[config.mk]
export PLATFORM = sky130hd
export DESIGN_NAME = instruction_decode
export DESIGN_NICKNAME = d
export VERILOG_FILES = /design/src/rtl/instruction_decode.sv
export SDC_FILE = /design/constraint.sdc
export NUM_CORES = 2
export LEC_CHECK = 0
export CAP_MARGIN = 40
export CORE_ASPECT_RATIO = 1.4
export CORE_UTILIZATION = 45
export CTS_BUF_LIST = sky130_fd_sc_hd__clkbuf_4 sky130_fd_sc_hd__clkbuf_8 sky130_fd_sc_hd__clkbuf_16
export DETAILED_ROUTE_END_ITERATION = 16
export DONT_BUFFER_PORTS = 1
export SLEW_MARGIN = 20
export SYNTH_ARGS = -nofsm -noshare
export SYNTH_HDL_FRONTEND = slang
export SYNTH_SLANG_ARGS = --single-unit
[constraint.sdc]
create_clock -name i_clock -period 5.5 [get_ports i_clock]
set_input_delay 1.1 -clock i_clock [delete_from_list [all_inputs] [get_ports i_clock]]
set_output_delay 1.1 -clock i_clock [all_outputs]
set_load 0.005 [all_outputs]
[src/rtl/instruction_decode.sv]
// MIPS ID stage: register file, decode, ID-resolved jumps/branches, hazard detection, ID/EX register.
// Optional macro ID_REGFILE_BYPASS_EN forwards a same-cycle write-back to the register read ports.
module instruction_decode #(
  parameter int unsigned NB_REG   = 32,
  parameter int unsigned NB_INSTR = 32,
  parameter int unsigned NB_ADDR  = 5,
  parameter int unsigned NB_INM_I = 16,
  parameter int unsigned NB_INM_J = 26
) (
  input  logic                i_clock,
  input  logic                i_reset,
  input  logic                i_valid,
  input  logic [NB_INSTR-1:0] i_ir,
  input  logic [NB_REG-1:0]   i_pc,
  input  logic                i_wb_we,
  input  logic [NB_ADDR-1:0]  i_wb_addr,
  input  logic [NB_REG-1:0]   i_wb_data,
  input  logic                i_mem_reg_we,
  input  logic [NB_ADDR-1:0]  i_mem_wb_addr,
  output logic [NB_INM_I-1:0] o_inm_i,
  output logic [NB_INM_J-1:0] o_inm_j,
  output logic [NB_REG-1:0]   o_rs,
  output logic                o_jump_inm,
  output logic                o_jump_rs,
  output logic                o_branch,
  output logic                o_hazard,
  output logic                o_nop_reg,
  output logic [NB_REG-1:0]   o_ex_rs_data,
  output logic [NB_REG-1:0]   o_ex_rt_data,
  output logic [NB_REG-1:0]   o_ex_inm,
  output logic [NB_REG-1:0]   o_ex_pc,
  output logic [5:0]          o_ex_opcode,
  output logic [5:0]          o_ex_funct,
  output logic [4:0]          o_ex_shamt,
  output logic [NB_ADDR-1:0]  o_ex_wb_addr,
  output logic                o_ex_reg_we,
  output logic                o_ex_mem_read,
  output logic                o_ex_mem_write
);

  localparam int unsigned NUM_REGS = 1 << NB_ADDR;

  localparam logic [5:0] OP_RTYPE = 6'h00;
  localparam logic [5:0] OP_J     = 6'h02;
  localparam logic [5:0] OP_JAL   = 6'h03;
  localparam logic [5:0] OP_BEQ   = 6'h04;
  localparam logic [5:0] OP_BNE   = 6'h05;
  localparam logic [5:0] FN_JR    = 6'h08;
  localparam logic [5:0] FN_JALR  = 6'h09;

  typedef struct packed {
    logic [NB_REG-1:0]  rs_data;
    logic [NB_REG-1:0]  rt_data;
    logic [NB_REG-1:0]  inm;
    logic [NB_REG-1:0]  pc;
    logic [5:0]         opcode;
    logic [5:0]         funct;
    logic [4:0]         shamt;
    logic [NB_ADDR-1:0] wb_addr;
    logic               reg_we;
    logic               mem_read;
    logic               mem_write;
  } idex_t;

  logic [NB_REG-1:0]  rf_q [NUM_REGS];
  idex_t              ex_q, ex_d, dec;
  logic               nop_q, nop_d;

  logic [5:0]         op, funct;
  logic [NB_ADDR-1:0] rs_a, rt_a, rd_a, dest;
  logic [NB_REG-1:0]  rs_val, rt_val;
  logic               is_jr, is_jalr, is_beq, is_bne, is_load, is_store, reads_rt;
  logic               load_use, ctrl_dep, wb_dep, squash;

  assign op      = i_ir[31:26];
  assign rs_a    = i_ir[25:21];
  assign rt_a    = i_ir[20:16];
  assign rd_a    = i_ir[15:11];
  assign funct   = i_ir[5:0];
  assign o_inm_i = i_ir[NB_INM_I-1:0];
  assign o_inm_j = i_ir[NB_INM_J-1:0];

  always_ff @(posedge i_clock or negedge i_reset) begin
    if (!i_reset) begin
      for (int unsigned i = 0; i < NUM_REGS; i++) rf_q[i] <= '0;
    end else if (i_wb_we && (i_wb_addr != '0)) begin
      rf_q[i_wb_addr] <= i_wb_data;
    end
  end

`ifdef ID_REGFILE_BYPASS_EN
  always_comb begin
    rs_val = rf_q[rs_a];
    rt_val = rf_q[rt_a];
    if (i_wb_we && (i_wb_addr != '0) && (i_wb_addr == rs_a)) rs_val = i_wb_data;
    if (i_wb_we && (i_wb_addr != '0) && (i_wb_addr == rt_a)) rt_val = i_wb_data;
  end
`else
  assign rs_val = rf_q[rs_a];
  assign rt_val = rf_q[rt_a];
`endif
  assign o_rs = rs_val;

  function automatic logic src_hit(input logic [NB_ADDR-1:0] a, rs, rt, input logic use_rt);
    return (a != '0) && ((a == rs) || (use_rt && (a == rt)));
  endfunction

  always_comb begin
    is_jr    = (op == OP_RTYPE) && (funct == FN_JR);
    is_jalr  = (op == OP_RTYPE) && (funct == FN_JALR);
    is_beq   = (op == OP_BEQ);
    is_bne   = (op == OP_BNE);
    is_load  = (op[5:3] == 3'b100);
    is_store = (op[5:3] == 3'b101);
    reads_rt = (op == OP_RTYPE) || is_beq || is_bne || is_store;

    dest = '0;
    if (op == OP_RTYPE)                      dest = rd_a;
    else if (op == OP_JAL)                   dest = NB_ADDR'(31);
    else if ((op[5:3] == 3'b001) || is_load) dest = rt_a;

    dec           = '0;
    dec.rs_data   = rs_val;
    dec.rt_data   = rt_val;
    dec.inm       = (op == 6'h0C || op == 6'h0D || op == 6'h0E)
                  ? {{(NB_REG-NB_INM_I){1'b0}}, o_inm_i}
                  : {{(NB_REG-NB_INM_I){o_inm_i[NB_INM_I-1]}}, o_inm_i};
    dec.pc        = i_pc;
    dec.opcode    = op;
    dec.funct     = funct;
    dec.shamt     = i_ir[10:6];
    dec.wb_addr   = dest;
    dec.reg_we    = (dest != '0) && !(is_jr || is_beq || is_bne || is_store || (op == OP_J));
    dec.mem_read  = is_load;
    dec.mem_write = is_store;
  end

  // Branches and register jumps resolve here, so any in-flight producer of their sources must drain first.
  always_comb begin
    load_use = o_ex_mem_read && src_hit(o_ex_wb_addr, rs_a, rt_a, reads_rt);
    ctrl_dep = (is_beq || is_bne || is_jr || is_jalr) &&
               ((o_ex_reg_we && src_hit(o_ex_wb_addr, rs_a, rt_a, reads_rt)) ||
                (i_mem_reg_we && src_hit(i_mem_wb_addr, rs_a, rt_a, reads_rt)));
`ifdef ID_REGFILE_BYPASS_EN
    wb_dep   = 1'b0;
`else
    wb_dep   = i_wb_we && src_hit(i_wb_addr, rs_a, rt_a, reads_rt);
`endif
    o_hazard = load_use || ctrl_dep || wb_dep;
    squash   = o_hazard || nop_q;

    o_jump_inm = !squash && ((op == OP_J) || (op == OP_JAL));
    o_jump_rs  = !squash && (is_jr || is_jalr);
    o_branch   = !squash && ((is_beq && (rs_val == rt_val)) || (is_bne && (rs_val != rt_val)));

    nop_d = o_jump_inm || o_jump_rs || o_branch;
    ex_d  = squash ? '0 : dec;
  end

  always_ff @(posedge i_clock or negedge i_reset) begin
    if (!i_reset) begin
      nop_q <= 1'b0;
      ex_q  <= '0;
    end else if (i_valid) begin
      nop_q <= nop_d;
      ex_q  <= ex_d;
    end
  end

  assign o_nop_reg      = nop_q;
  assign o_ex_rs_data   = ex_q.rs_data;
  assign o_ex_rt_data   = ex_q.rt_data;
  assign o_ex_inm       = ex_q.inm;
  assign o_ex_pc        = ex_q.pc;
  assign o_ex_opcode    = ex_q.opcode;
  assign o_ex_funct     = ex_q.funct;
  assign o_ex_shamt     = ex_q.shamt;
  assign o_ex_wb_addr   = ex_q.wb_addr;
  assign o_ex_reg_we    = ex_q.reg_we;
  assign o_ex_mem_read  = ex_q.mem_read;
  assign o_ex_mem_write = ex_q.mem_write;

endmodule

# After elaboration in Yosys (flattened, before gate mapping)
# Index checks and enable logic that the tools add are counted.
[word_totals] elab_cells=138 output_inout_bits=232 input_bits=111 register_bits=1178
[classes] n_reduce_logical=53 eq_ne=20 mux=14 n_bitwise=3 order_cmp=4
[op_table] cell="$bwmux 1024" n=1
[op_table] cell="$bmux 32 s5" n=2
[op_table] cell="$mux 32" n=6
[op_table] cell="$demux 32 s5" n=1
[op_table] cell="$mux 153" n=1
[op_table] cell="$eq 32x32->1" n=1
[op_table] cell="$ne 32x32->1" n=1
[op_table] cell="$eq 5x5->1" n=6
[op_table] cell="$eq 6x4->1 const B" n=5
[op_table] cell="$logic_or 1x1->1" n=25
[op_table] cell="$logic_and 1x1->1" n=21
[op_table] cell="$reduce_bool 5->1" n=4
[op_table] cell="$ge 6x6->1 const B" n=3
[op_table] cell="$not 5->6" n=3
[op_table] cell="$mux 5" n=3
[op_table] cell="$eq 6x2->1 const B" n=2
[op_table] cell="$eq 6x3->1 const B" n=2
[op_table] cell="$eq 3x3->1 const B" n=2
[op_table] cell="$logic_not 6->1" n=1
[op_table] cell="$lt 6x1->1 const B" n=1
[op_table] cell="$eq 3x1->1 const B" n=1
[op_table] cell="$logic_not 1->1" n=2

# Longest topological paths before layout
[depth] depth_word=17 ltp_mapped=14 depth_no_buf=9

# Worst setup path after synthesis
# Ideal clock, no wire load.
[synth_timing] path_type="input-to-output" start="in i_ir[17]" end="out o_branch" slack_ns=0.401 n_path_buf=4 arrival_ns=3.999 path_stages=12 path_cell_list="buf_2 -> buf_2 -> buf_2 -> buf_1 -> mux4_2 -> a22oi_1 -> nand4_1 -> xor2_1 -> nor4_1 -> nand3_1 -> or4_1 -> a21oi_1"
[synth_via] elab_chain_len=12 elab_cells_between_ends=32 cone_classes="eq/ne (5); mux (3); bitwise (1); reduce/logical (23)"
[synth_lines] element="start: declaration" line_no="13" rtl="input logic [NB_INSTR-1:0] i_ir,"
[synth_lines] element="parallel branches: the longest is 11 deep, another holds $bmux 32 s5"
[synth_lines] element="$logic_and 1x1->1 *" line_no="154" rtl="o_branch = !squash && ((is_beq && (rs_val == rt_val)) || (is_bne && (rs_val != rt_val)));"
[synth_lines] element="end: declaration" line_no="25" rtl="output logic o_branch,"
# Every way passes the cells marked *. The select of a mux whose other input is x is not followed.

# Worst setup path in the final report
[layout_timing] start="in i_ir[16]" end="out o_branch"
# The elaborated chain is that of the path after synthesis.

==> run metrics <==
CP most frequent cell buf_4; Final Skew a little over 0.03 ns; Die Span Y 439.4 µm; ys async rst share 100.0%; Slew @ Worst Pin 1.150 ns; Crit Path Max Fanout 217; Hold Crit Class in2async; fillers roughly 12000; P per Cell Area approximately 350 nW/µm²; Initial Utilization a little under half; Fin. Hold Viols 0; Min Hold Slack 0.06168 ns; Avg Vias per Cell 6.493; CP max stage delay 0.83 ns; critical path data required time 4.40 ns; crit share post-route 106.0%; failing checks setup timing; I/O pin count 343; Register Area roughly 29000 µm²; worst vdd ir 0.2771 mV; startpoint types input pin; Worst Reg-to-Reg Cells 10; Multi-input gate area 29700 µm²; CTS clk-pin slew, worst paths around 0.06 ns; Peak Freq around 170 MHz; Slew Limit Headroom 23.33%; CTS HTree Levels 3; gr usage total 29.44%; mapped cell area 61490 µm²; core area around 140000 µm²; share of the synthesized area in the top cell type around 47%; DRC marker count from the first detailed-route iteration a little under 4000; layout cell share with drive strength beyond 1 44.16%; Synth Instances 4526; drt drc 0; status complete, but fails checks; Power Internal 17.41 mW; Area Overhead vs Synth 9.954%; HPWL Detailed 120700 µm; iteration count of the initial detailed-routing pass 5; post-synthesis sequential area ratio 46.88%; Crit. End Element output pin; pin count of the biggest net entering global routing 1153; Critical Path Slowest Stage Cell mux4_2; Final Power 23.99 mW; Logic pwr share 20.0%; drt total wl 208800 µm; RSZ-0062 raised after global routing yes; wire length per cell about 34 µm; gr ovfl total 0; Switching Fraction 27.43%; register with the most flip-flops rf_q; Setup TNS -0.3276 ns; Mapped Nets around 4600; die width approximately 310 µm; vias in the first global route about 41000; Die ar. 138200 µm²; FF-to-FF setup slack 2.12 ns; crit path launch i_ir[16]; Avg Cell Area, Syn 13.59 µm²; crit-path cells mux4_2 > a22oi_1 > nand4_1 > xor2_1 > nor4_1 > buf_4 > nand3_1 > or4_4 > a21oi_4 > buf_4; TritonCTS clock tree built; Port Buffers 0; RePlAce Congestion 0.8775; endpoint of the most critical setup path o_branch; Post-synth EDFFs 0; Lkg Pwr 29.49 nW; FP Rows 160; Arr. time, crit path 4.73 ns; Final nets 4444; first-pass GRT wire length 294300 µm; clk root buf clkbuf_16; Clock power frac 33.4%; Psw around 6.6 mW; biggest area consumer among synthesized cells dfrtp_1; Syn. warnings 0; max reg flops 1024; Final min period 5.828 ns; Final setup viols 1; Seq cells post-synth between 1000 and 1500; Max clock buf depth 3; Max-cap violations 0; antenna-violating nets left 0; worst r2r src rf_q[798]; Sink Count 1152; Final Slew Violations 0; final setup margin -0.3276 ns; Synth cell types 61; top cells by area, synth dfrtp_1, mux2_2, mux4_2, mux2i_1, clkbuf_1; antenna violations before repair 6; Critical R2R Capture o_nop_reg; later-pin clock latency in the skew report 0.74 ns; WS Path Type in2out; Via Count 40340; part of the power in registers 46.7%; Num CTS Buffers approximately 110; Main synth FF type dfrtp_1
## kinds of logic after synthesis
family	after synthesis	synth area share (%)
AOI/OAI and AO/OA	439	4.708
xor gates and xnor gates	62	0.8831
buffers and inverters	666	5.274
DFF	1152	46.88
muxes	1700	38.34
and+or+nand+nor	507	3.917
## area by class of cell
class                      instances  area share (%)
clock inverter                    42          0.5366
inverter                         132          0.7346
clock buffer                     163           5.050
multi-input combinational       2708           43.93
tap                             1782           3.298
timing repair buffer             228           3.799
antenna                            5         0.01850
sequential                      1152           42.64
## critical path, delay by kind of cell
family                 cells  cell delay (ns)
XOR/XNOR                   1             0.33
AND/OR/NAND/NOR            4             1.13
buffers and inverters      2             0.30
multiplexers               1             0.83
AO/OA/AOI/OAI              2             0.56
## cell usage in the layout, fill, tap and decap left out, types with 48 or more instances in the layout
cell type / n
a21oi_1: 48
a22oi_1: 88
buf_4: 173
clkbuf_16: 125
dfrtp_1: 1152
inv_1: 126
mux2_2: 1037
mux2i_1: 243
mux4_2: 418
nand2_1: 129
nand3_1: 143
nor2_1: 81
o21ai_0: 129
## what timing repair did
action                     CTS  global route
resized for setup            4            10
gates cloned                 0            12
pin swaps                    0             5
hold buffers                 0             0
setup endpoints to repair    1             1
setup buffers                0             2
## layer usage
| metal | up-vias | part of all wire [%] | global-route usage (%) |
|---|---|---|---|
| met5 | - | 0.033 | 0 |
| met4 | 7 | 5.0 | 14.45 |
| met3 | 420 | 8.2 | 6.493 |
| met2 | 1852 | 48 | 47.93 |
| met1 | 21640 | 38 | 37.04 |
| li1 | 16420 | - | - |
## per-stage QoR
step                setup WS [ns]  cell area, µm²  cells  util, %
floorplan                  0.4010           61490   4526        -
global placement          -0.1114           62730   5959    46.21
detailed placement       -0.08233           63120   5975    46.50
CTS                       0.03530           66920   6180    49.30
global route              -0.1814           67610   6212    49.82
finish                    -0.3276           67610   6212    49.82
## power by group through the flow
| stage | clock network [mW] | logic, mW | registers, mW |
|---|---|---|---|
| after global placement | 0 | 4.32 | 11.2 |
| after detailed placement | 0 | 4.42 | 11.3 |
| final | 8.01 | 4.79 | 11.2 |
| after global routing | 8.44 | 5.09 | 11.4 |
| after floorplan | 0 | 3.75 | 10.9 |
| after CTS | 8.12 | 4.44 | 11.2 |
## cells in the mapped netlist, types with 9 or more instances
master / number
a21oi_1: 49
a221oi_1: 44
a22oi_1: 89
a31oi_1: 31
a32oi_1: 12
and2_1: 9
buf_1: 63
buf_2: 79
buf_4: 95
buf_6: 28
clkbuf_1: 263
dfrtp_1: 1152
inv_1: 127
mux2_2: 1037
mux2i_1: 243
mux4_2: 418
nand2_1: 144
nand2b_1: 16
nand3_1: 143
nand4_1: 14
nor2_1: 101
nor2b_1: 12
nor3_1: 18
nor4_1: 11
o211ai_1: 11
o21ai_0: 132
o22ai_1: 35
xnor2_1: 28
xor2_1: 34
## how the worst min path moves through the flow
stage                              to  slack, ns  cells after the start
after detailed placement   rf_q[1019]       0.38                      0
final                        rf_q[93]       0.06                      0
after global placement     rf_q[1007]       0.38                      0
after floorplan            rf_q[1003]       0.44                      1
after CTS                 o_ex_pc[13]       0.06                      0
after global routing         rf_q[93]       0.05                      0
Note: power is estimated with default switching activity, not from simulation.
